### src/rtl/bp_update_scheduler_if.sv
// Commit-to-predictor update bus for bp_update_scheduler: commit-side push ports and
// predictor-side drain port, plus the starvation and occupancy status outputs.
interface bp_update_scheduler_if #(
    parameter int INSTR_COUNT = 2,
    parameter int DEPTH       = 8,
    parameter int UPD_BITS    = 72
);
    logic [INSTR_COUNT-1:0]          in_valid;
    logic [INSTR_COUNT*UPD_BITS-1:0] in_upd;
    logic                            in_ready;
    logic                            upd_valid;
    logic [UPD_BITS-1:0]             upd_data;
    logic                            upd_ready;
    logic                            force_prio;
    logic [$clog2(DEPTH+1)-1:0]      occupancy;

    // The commit side and the predictor model drive this end.
    modport master (
        output in_valid,
        output in_upd,
        output upd_ready,
        input  in_ready,
        input  upd_valid,
        input  upd_data,
        input  force_prio,
        input  occupancy
    );

    // The scheduler itself.
    modport slave (
        input  in_valid,
        input  in_upd,
        input  upd_ready,
        output in_ready,
        output upd_valid,
        output upd_data,
        output force_prio,
        output occupancy
    );
endinterface

### src/rtl/bp_update_scheduler.sv
// Buffers committed branch-predictor updates (up to two per cycle) in an in-order FIFO
// and drains one per cycle into the predictor write port, flagging write-port starvation.
module bp_update_scheduler #(
    parameter int INSTR_COUNT  = 2,
    parameter int DEPTH        = 8,
    parameter int UPD_BITS     = 72,
    parameter int STARVE_LIMIT = 4
) (
    input  logic                 clk,
    input  logic                 rst_n,
    bp_update_scheduler_if.slave bus
);
    localparam int PTR_W = $clog2(DEPTH);
    localparam int CNT_W = $clog2(DEPTH + 1);
    localparam int ST_W  = $clog2(STARVE_LIMIT + 1);
    localparam int VJ    = UPD_BITS - 1;

    logic [UPD_BITS-1:0] mem [DEPTH];
    logic [PTR_W-1:0]    wr_ptr;
    logic [PTR_W-1:0]    rd_ptr;
    logic [CNT_W-1:0]    count;
    logic [ST_W-1:0]     starve_cnt;

    logic [UPD_BITS-1:0]    rec  [INSTR_COUNT];
    logic [INSTR_COUNT-1:0] push;
    logic [1:0]             push_cnt;
    logic [PTR_W-1:0]       wr_addr1;
    logic                   in_ready_int;
    logic                   not_empty;
    logic                   pop;
    logic [CNT_W-1:0]       count_next;

    // Only two commit ports are supported; the loop just unpacks the flat bus.
    always_comb begin
        for (int i = 0; i < INSTR_COUNT; i++) begin
            rec[i] = bus.in_upd[i*UPD_BITS +: UPD_BITS];
        end
    end

    // Space for a full pair is required so both ports can be accepted together.
    assign in_ready_int = (count <= CNT_W'(DEPTH - 2));
    assign not_empty    = (count != '0);
    assign pop          = not_empty & bus.upd_ready;

    always_comb begin
        push = '0;
        for (int i = 0; i < INSTR_COUNT; i++) begin
            push[i] = bus.in_valid[i] & in_ready_int & rec[i][VJ];
        end
    end

    assign push_cnt   = {1'b0, push[0]} + {1'b0, push[1]};
    assign wr_addr1   = push[0] ? (wr_ptr + PTR_W'(1)) : wr_ptr;
    assign count_next = count + CNT_W'(push_cnt) - CNT_W'(pop);

    // NOTE: the storage array has no reset; upd_data is gated by not_empty, so stale
    // contents are never visible and reset only needs to clear pointers and count.
    always_ff @(posedge clk) begin
        if (push[0]) mem[wr_ptr]   <= rec[0];
        if (push[1]) mem[wr_addr1] <= rec[1];
    end

    always_ff @(posedge clk or negedge rst_n) begin
        if (!rst_n) begin
            wr_ptr <= '0;
            rd_ptr <= '0;
            count  <= '0;
        end else begin
            wr_ptr <= wr_ptr + PTR_W'(push_cnt);
            if (pop) rd_ptr <= rd_ptr + PTR_W'(1);
            count  <= count_next;
        end
    end

    // Counts consecutive blocked cycles with a head present, saturating at the limit.
    always_ff @(posedge clk or negedge rst_n) begin
        if (!rst_n) begin
            starve_cnt <= '0;
        end else if (pop || !not_empty) begin
            starve_cnt <= '0;
        end else if (!bus.upd_ready && (starve_cnt != ST_W'(STARVE_LIMIT))) begin
            starve_cnt <= starve_cnt + ST_W'(1);
        end
    end

    assign bus.in_ready   = in_ready_int;
    assign bus.upd_valid  = not_empty;
    assign bus.upd_data   = not_empty ? mem[rd_ptr] : '0;
    assign bus.force_prio = (starve_cnt == ST_W'(STARVE_LIMIT));
    assign bus.occupancy  = count;
endmodule

### src/flat_wrapper.sv
// flat-port wrapper written by rule: the top's interface ports become plain ports
module bp_update_scheduler_flat 
#(
    parameter int INSTR_COUNT  = 2,
    parameter int DEPTH        = 8,
    parameter int UPD_BITS     = 72,
    parameter int STARVE_LIMIT = 4
)
  (clk, rst_n, bus_in_valid, bus_in_upd, bus_upd_ready, bus_in_ready, bus_upd_valid, bus_upd_data, bus_force_prio, bus_occupancy);
  bp_update_scheduler_if #(.INSTR_COUNT(INSTR_COUNT), .DEPTH(DEPTH), .UPD_BITS(UPD_BITS)) bus_i ();
  input  logic clk;
  input  logic rst_n;
  input wire logic [$bits(bus_i.in_valid)-1:0] bus_in_valid;
  input wire logic [$bits(bus_i.in_upd)-1:0] bus_in_upd;
  input wire logic [$bits(bus_i.upd_ready)-1:0] bus_upd_ready;
  output wire logic [$bits(bus_i.in_ready)-1:0] bus_in_ready;
  output wire logic [$bits(bus_i.upd_valid)-1:0] bus_upd_valid;
  output wire logic [$bits(bus_i.upd_data)-1:0] bus_upd_data;
  output wire logic [$bits(bus_i.force_prio)-1:0] bus_force_prio;
  output wire logic [$bits(bus_i.occupancy)-1:0] bus_occupancy;
  assign bus_i.in_valid = bus_in_valid;
  assign bus_i.in_upd = bus_in_upd;
  assign bus_i.upd_ready = bus_upd_ready;
  assign bus_in_ready = bus_i.in_ready;
  assign bus_upd_valid = bus_i.upd_valid;
  assign bus_upd_data = bus_i.upd_data;
  assign bus_force_prio = bus_i.force_prio;
  assign bus_occupancy = bus_i.occupancy;
  bp_update_scheduler #(.INSTR_COUNT(INSTR_COUNT), .DEPTH(DEPTH), .UPD_BITS(UPD_BITS), .STARVE_LIMIT(STARVE_LIMIT)) u_core (.clk(clk), .rst_n(rst_n), .bus(bus_i));
endmodule
### config.mk
export PLATFORM = sky130hd
export DESIGN_NAME = bp_update_scheduler_flat
export DESIGN_NICKNAME = d
export VERILOG_FILES = /design/src/rtl/bp_update_scheduler_if.sv /design/src/rtl/bp_update_scheduler.sv /design/src/flat_wrapper.sv
export SDC_FILE = /design/constraint.sdc
export NUM_CORES = 1
export LEC_CHECK = 0
export BUFFER_PORTS_ARGS = -buffer_cell sky130_fd_sc_hd__buf_2
export CAP_MARGIN = 25
export CELL_PAD_IN_SITES_DETAIL_PLACEMENT = 1
export CELL_PAD_IN_SITES_GLOBAL_PLACEMENT = 2
export CORE_ASPECT_RATIO = 2
export CORE_MARGIN = 1
export CORE_UTILIZATION = 40
export CTS_BUF_LIST = sky130_fd_sc_hd__clkbuf_4 sky130_fd_sc_hd__clkbuf_8 sky130_fd_sc_hd__clkbuf_16
export DETAILED_ROUTE_END_ITERATION = 8
export GPL_ROUTABILITY_DRIVEN = 0
export PLACE_DENSITY = 0.76
export REMOVE_ABC_BUFFERS = 1
export SLEW_MARGIN = 20
export SYNTH_ARGS = -nofsm -noshare
export SYNTH_HDL_FRONTEND = slang
export SYNTH_SLANG_ARGS = --single-unit
export TNS_END_PERCENT = 1
### constraint.sdc
create_clock -name clk -period 6.1 [get_ports clk]
set_clock_uncertainty 0.05 [all_clocks]
set_input_delay 0.305 -clock clk [delete_from_list [all_inputs] [get_ports clk]]
set_output_delay 0.305 -clock clk [all_outputs]
set_load 0.1 [all_outputs]
[After elaboration in Yosys (flattened, before gate mapping)]
Memory sizes are Yosys's and may differ from the RTL's.
Index checks and enable logic that the tools add are counted.
Storage, ports and cells
  bits in registers: 13
  bits in writable memories: 576
  input port bits: 149
  output and inout bits: 79
  logic and storage cells: 34
  memories kept: 1
Memory list
  u_core.mem: depth 8, bits a word 72, read ports 1, clocked after Yosys merged registers in 0, wr ports 2, line bp_update_scheduler.sv:18  | logic [UPD_BITS-1:0] mem [DEPTH];
Cells by class
  $add $sub $neg: 7
  order comparisons: 1
  equality and inequality tests: 2
  mux-type cells: 8
  bitwise operators: 5
  reduce and logical (&&, ||, !) cells: 6
Operators with widths (count)
  72-bit 2-to-1 mux: 1
  3-bit by 1-bit adder with 3-bit output (second input constant): 3
  3-bit 2-to-1 mux: 3
  1-bit AND: 5
  4-bit by 2-bit adder with 4-bit output: 1
  4-bit by 3-bit less-or-equal comparator with 1-bit output (second input constant): 1
  1-bit 2-to-1 mux: 4
  4-bit nonzero test: 1
  4-bit by 1-bit subtractor with 4-bit output: 1
  3-bit by 2-bit adder with 3-bit output: 1
  3-bit equality test (second input constant): 1
  3-bit inequality test (second input constant): 1
  1-bit by 1-bit adder with 2-bit output: 1
  1-bit logical NOT: 2
  2-bit nonzero test: 1
  1-bit logical AND: 1
  1-bit logical OR: 1

[Logic depth before layout (Yosys ltp)]
  word-level depth: 6
  gate-level depth with buffers: 13
  mapped depth without buffers: 12

[Least setup slack after synthesis]
OpenSTA, ideal clock, no wires.
  kind: register to register
  start: reg u_core.count[3] (netlist: u_core.bus.occupancy[3])
  end: mem u_core.mem[4][0] (enable)
  setup time: 0.527 ns
  arrival: 5.748 ns
  required time: 5.523 ns
  slack: -0.225 ns
  cell stages (with the launch flop): 7
  buffers on the path: 0
  period minus slack after synthesis: 6.325 ns
  path through: dfrtp_1 > inv_1 > ha_1 > and3_1 > nor3b_1 > nand4_1 > o22ai_1
RTL lines
  start: declaration: line bp_update_scheduler.sv:21  | logic [CNT_W-1:0] count;
  start signal: assignment: line bp_update_scheduler.sv:71  | count <= count_next;
  end: declaration: line bp_update_scheduler.sv:18

==> results.ini <==
[yosys]
syn_inst=2109
synth.area.top_cells=edfxtp_1 (58%), o2bb2ai_1 (17%), mux4_2 (11%)
synth_top_area_share_pct=57.84
synth_ff_type=edfxtp_1
synth_edf_count=576
yosys.area.top_type=edfxtp_1
synth_commonest_cells=edfxtp_1 (576), o2bb2ai_1 (568), nand2_1 (294), mux4_2 (144), buf_2 (130)
syn_area_mm2=0.02991
synthArstFlopShare_pct=2.207
synth.avg_cell_area_um2=14.18
ys_seq_area_share_pct=58.92
synth.most_common_cell=edfxtp_1
ys_ff_latch=589
yosysWarnings=0
ys_types=41

[cells_and_area]
nets=2328
drive_above_1_share_pct=24.32
syn_to_final_growth_pct=12.06
final_area_mm2=0.03351
final.fill_count=7314

[worst_setup_path]
cp.required_ns=6.37
cp-start-kind=flop
worstPathMaxFanout=43
arrival_ns=4.21
end_kind=flop
crit_type=reg2reg

[pwr]
power_density_mw_per_mm2=547.5
ir_worst_vdd_v=0.0005901
power_w=0.01835
power_leakage_nw=10.93

[sta]
rsz0062_at_grt=false
timing.fmax_mhz=253.9
fin_tns_setup_ns=0
setup_ws_ns=2.161
worst_pin_slew_ns=1.050
period_minus_slack_ns=3.939
slew_headroom_pct=30.00
finalCritPeriodShare_pct=64.58
drv_slew=0
finalSetupViolCount=0
hold_viol_final=0

[floorplan]
io_pins=228
die_x_um=195.3
die_area_mm2=0.07593
die_h_um=388.7
start_util_pct=40.46
core_region_area_mm2=0.07392
rows=141

[detailed_routing]
vias=20443
firstDrtPassIters=5
finalWirelength_mm=99.21
ant_nets=0
viasPerCell=6.517
wl_per_cell_um=31.63
drcViolationCount=0
drt_iter0_markers=1573

[clock_network]
cts_htree_levels=2
clk_latency_ns=0.60
cts.reportedPaths.clkPinSlew_ns=0.07
cts_made_buffers=55
cts_hold_buf=2
cts_max_path_buffers=3
post_cts_buffers=0
root_buffer=clkbuf_16
clkSinkCount=589
cts-resized-gates=0
cts_tree=done

[job]
drv_cap=0

[global_route]
grtUsageTotal_pct=26.19
grt_pass1_vias=22638
grt_pass1_wl_mm=147.5
antenna_found_initial=10
grt_max_degree=137
grt_overflow=0

[placement]
portBuffers=227
post_dp_cell_area_mm2=0.03170
dp_slack_ns=2.174
dpl.hpwl_mm=54.20

[outcome]
status=complete, no violations

[min_path]
min_path_type=in2reg

==> path summary, 6_finish.rpt <==
kind / from / end / slack, ns / cells past startpoint
max: u_core.wr_ptr[0] / u_core.mem[6][57] / 2.16 / 7
min: bus_in_upd[40] / u_core.mem[3][40] / 0.04 / 2
max reg2reg: u_core.wr_ptr[0] / u_core.mem[6][57] / 2.16 / 7
min reg2reg: u_core.wr_ptr[2] / u_core.wr_ptr[2] / 0.56 / 1
max in group asynchronous: rst_n / u_core.rd_ptr[2] / 5.63 / 2
min in group asynchronous: rst_n / u_core.bus.occupancy[1] / 0.09 / 2
==> cell usage in the layout (no fill, tap or decap), types with 3 or more instances in the layout <==
cell	instances
edfxtp_1	576
o2bb2ai_1	568
nand2_1	289
buf_2	228
mux4_2	144
nor2_1	73
mux2i_1	73
clkbuf_16	57
buf_4	31
clkbuf_4	14
inv_1	13
ha_1	13
o22ai_4	12
clkinv_1	12
buf_12	11
dfrtp_1	10
clkinv_2	9
nand2_4	5
a21o_1	5
xor2_1	5
diode_2	4
nand2b_1	4
nand3_4	4
a31o_2	4
bufinv_16	4
xnor2_1	3
nor3_1	3
nand3b_1	3
dfrtp_4	3
==> stage by stage <==
step	cells	hold slack, ns	utilization [%]
6_report	3137	0.04268	45.34
4_1_cts	3132	0.002553	45.29
2_1_floorplan	1834	-0.04059	-
3_3_place_gp	3032	0.1676	42.88
5_1_grt	3134	0.03565	45.33
3_5_place_dp	3033	0.1800	42.89
==> kinds of logic (layout without fill, tap and decap cells) <==
family | Yosys count | in the layout | synth area share (%)
fa+ha+maj | 15 | 15 | 0.6778
buf+inv | 288 | 383 | 4.221
other cells | 0 | 4 | 0
mux | 218 | 218 | 13.33
simple gates | 395 | 395 | 5.242
compound gates | 596 | 596 | 17.38
xor+xnor | 8 | 8 | 0.2343
flops | 589 | 589 | 58.92
==> state kept, by name (all words and copies together), names as in the netlist <==
signal and count:
u_core.mem 576, u_core.bus.occupancy 4, u_core.rd_ptr 3, u_core.starve_cnt 3
u_core.wr_ptr 3
==> area by class of cell <==
| type | count | area [µm²] | area share (%) |
|---|---|---|---|
| Antenna cell | 4 | 10.01 | 0.02987 |
| Clock buffer | 71 | 1531 | 4.570 |
| Clock inverter | 26 | 219.0 | 0.6534 |
| Inverter | 13 | 48.80 | 0.1456 |
| Multi-Input combinational cell | 1232 | 11270 | 33.62 |
| Sequential cell | 589 | 17630 | 52.62 |
| Tap cell | 929 | 1162 | 3.468 |
| Timing Repair Buffer | 273 | 1642 | 4.898 |
==> metal layers <==
layer	GRT usage [%]	wire length [µm]	up-vias
met5	0	79	-
met4	9.463	3195	12
met3	3.063	4938	211
met2	47.12	52320	744
met1	32.09	38680	10840
li1	-	-	8636
==> where the power goes <==
group          internal, W  switching [W]
Combinational      0.00230        0.00714
Clock              0.00193        0.00154
Sequential         0.00510       0.000340
==> critical path, cell delays in order (launching register included) <==
cell	delay (ns)
dfrtp_1	0.52
ha_1	0.45
nand3_1	0.22
o22ai_4	0.20
buf_4	0.57
nand3_4	0.80
buf_4	0.61
o2bb2ai_1	0.20
Note: power is estimated with default switching activity, not from simulation.
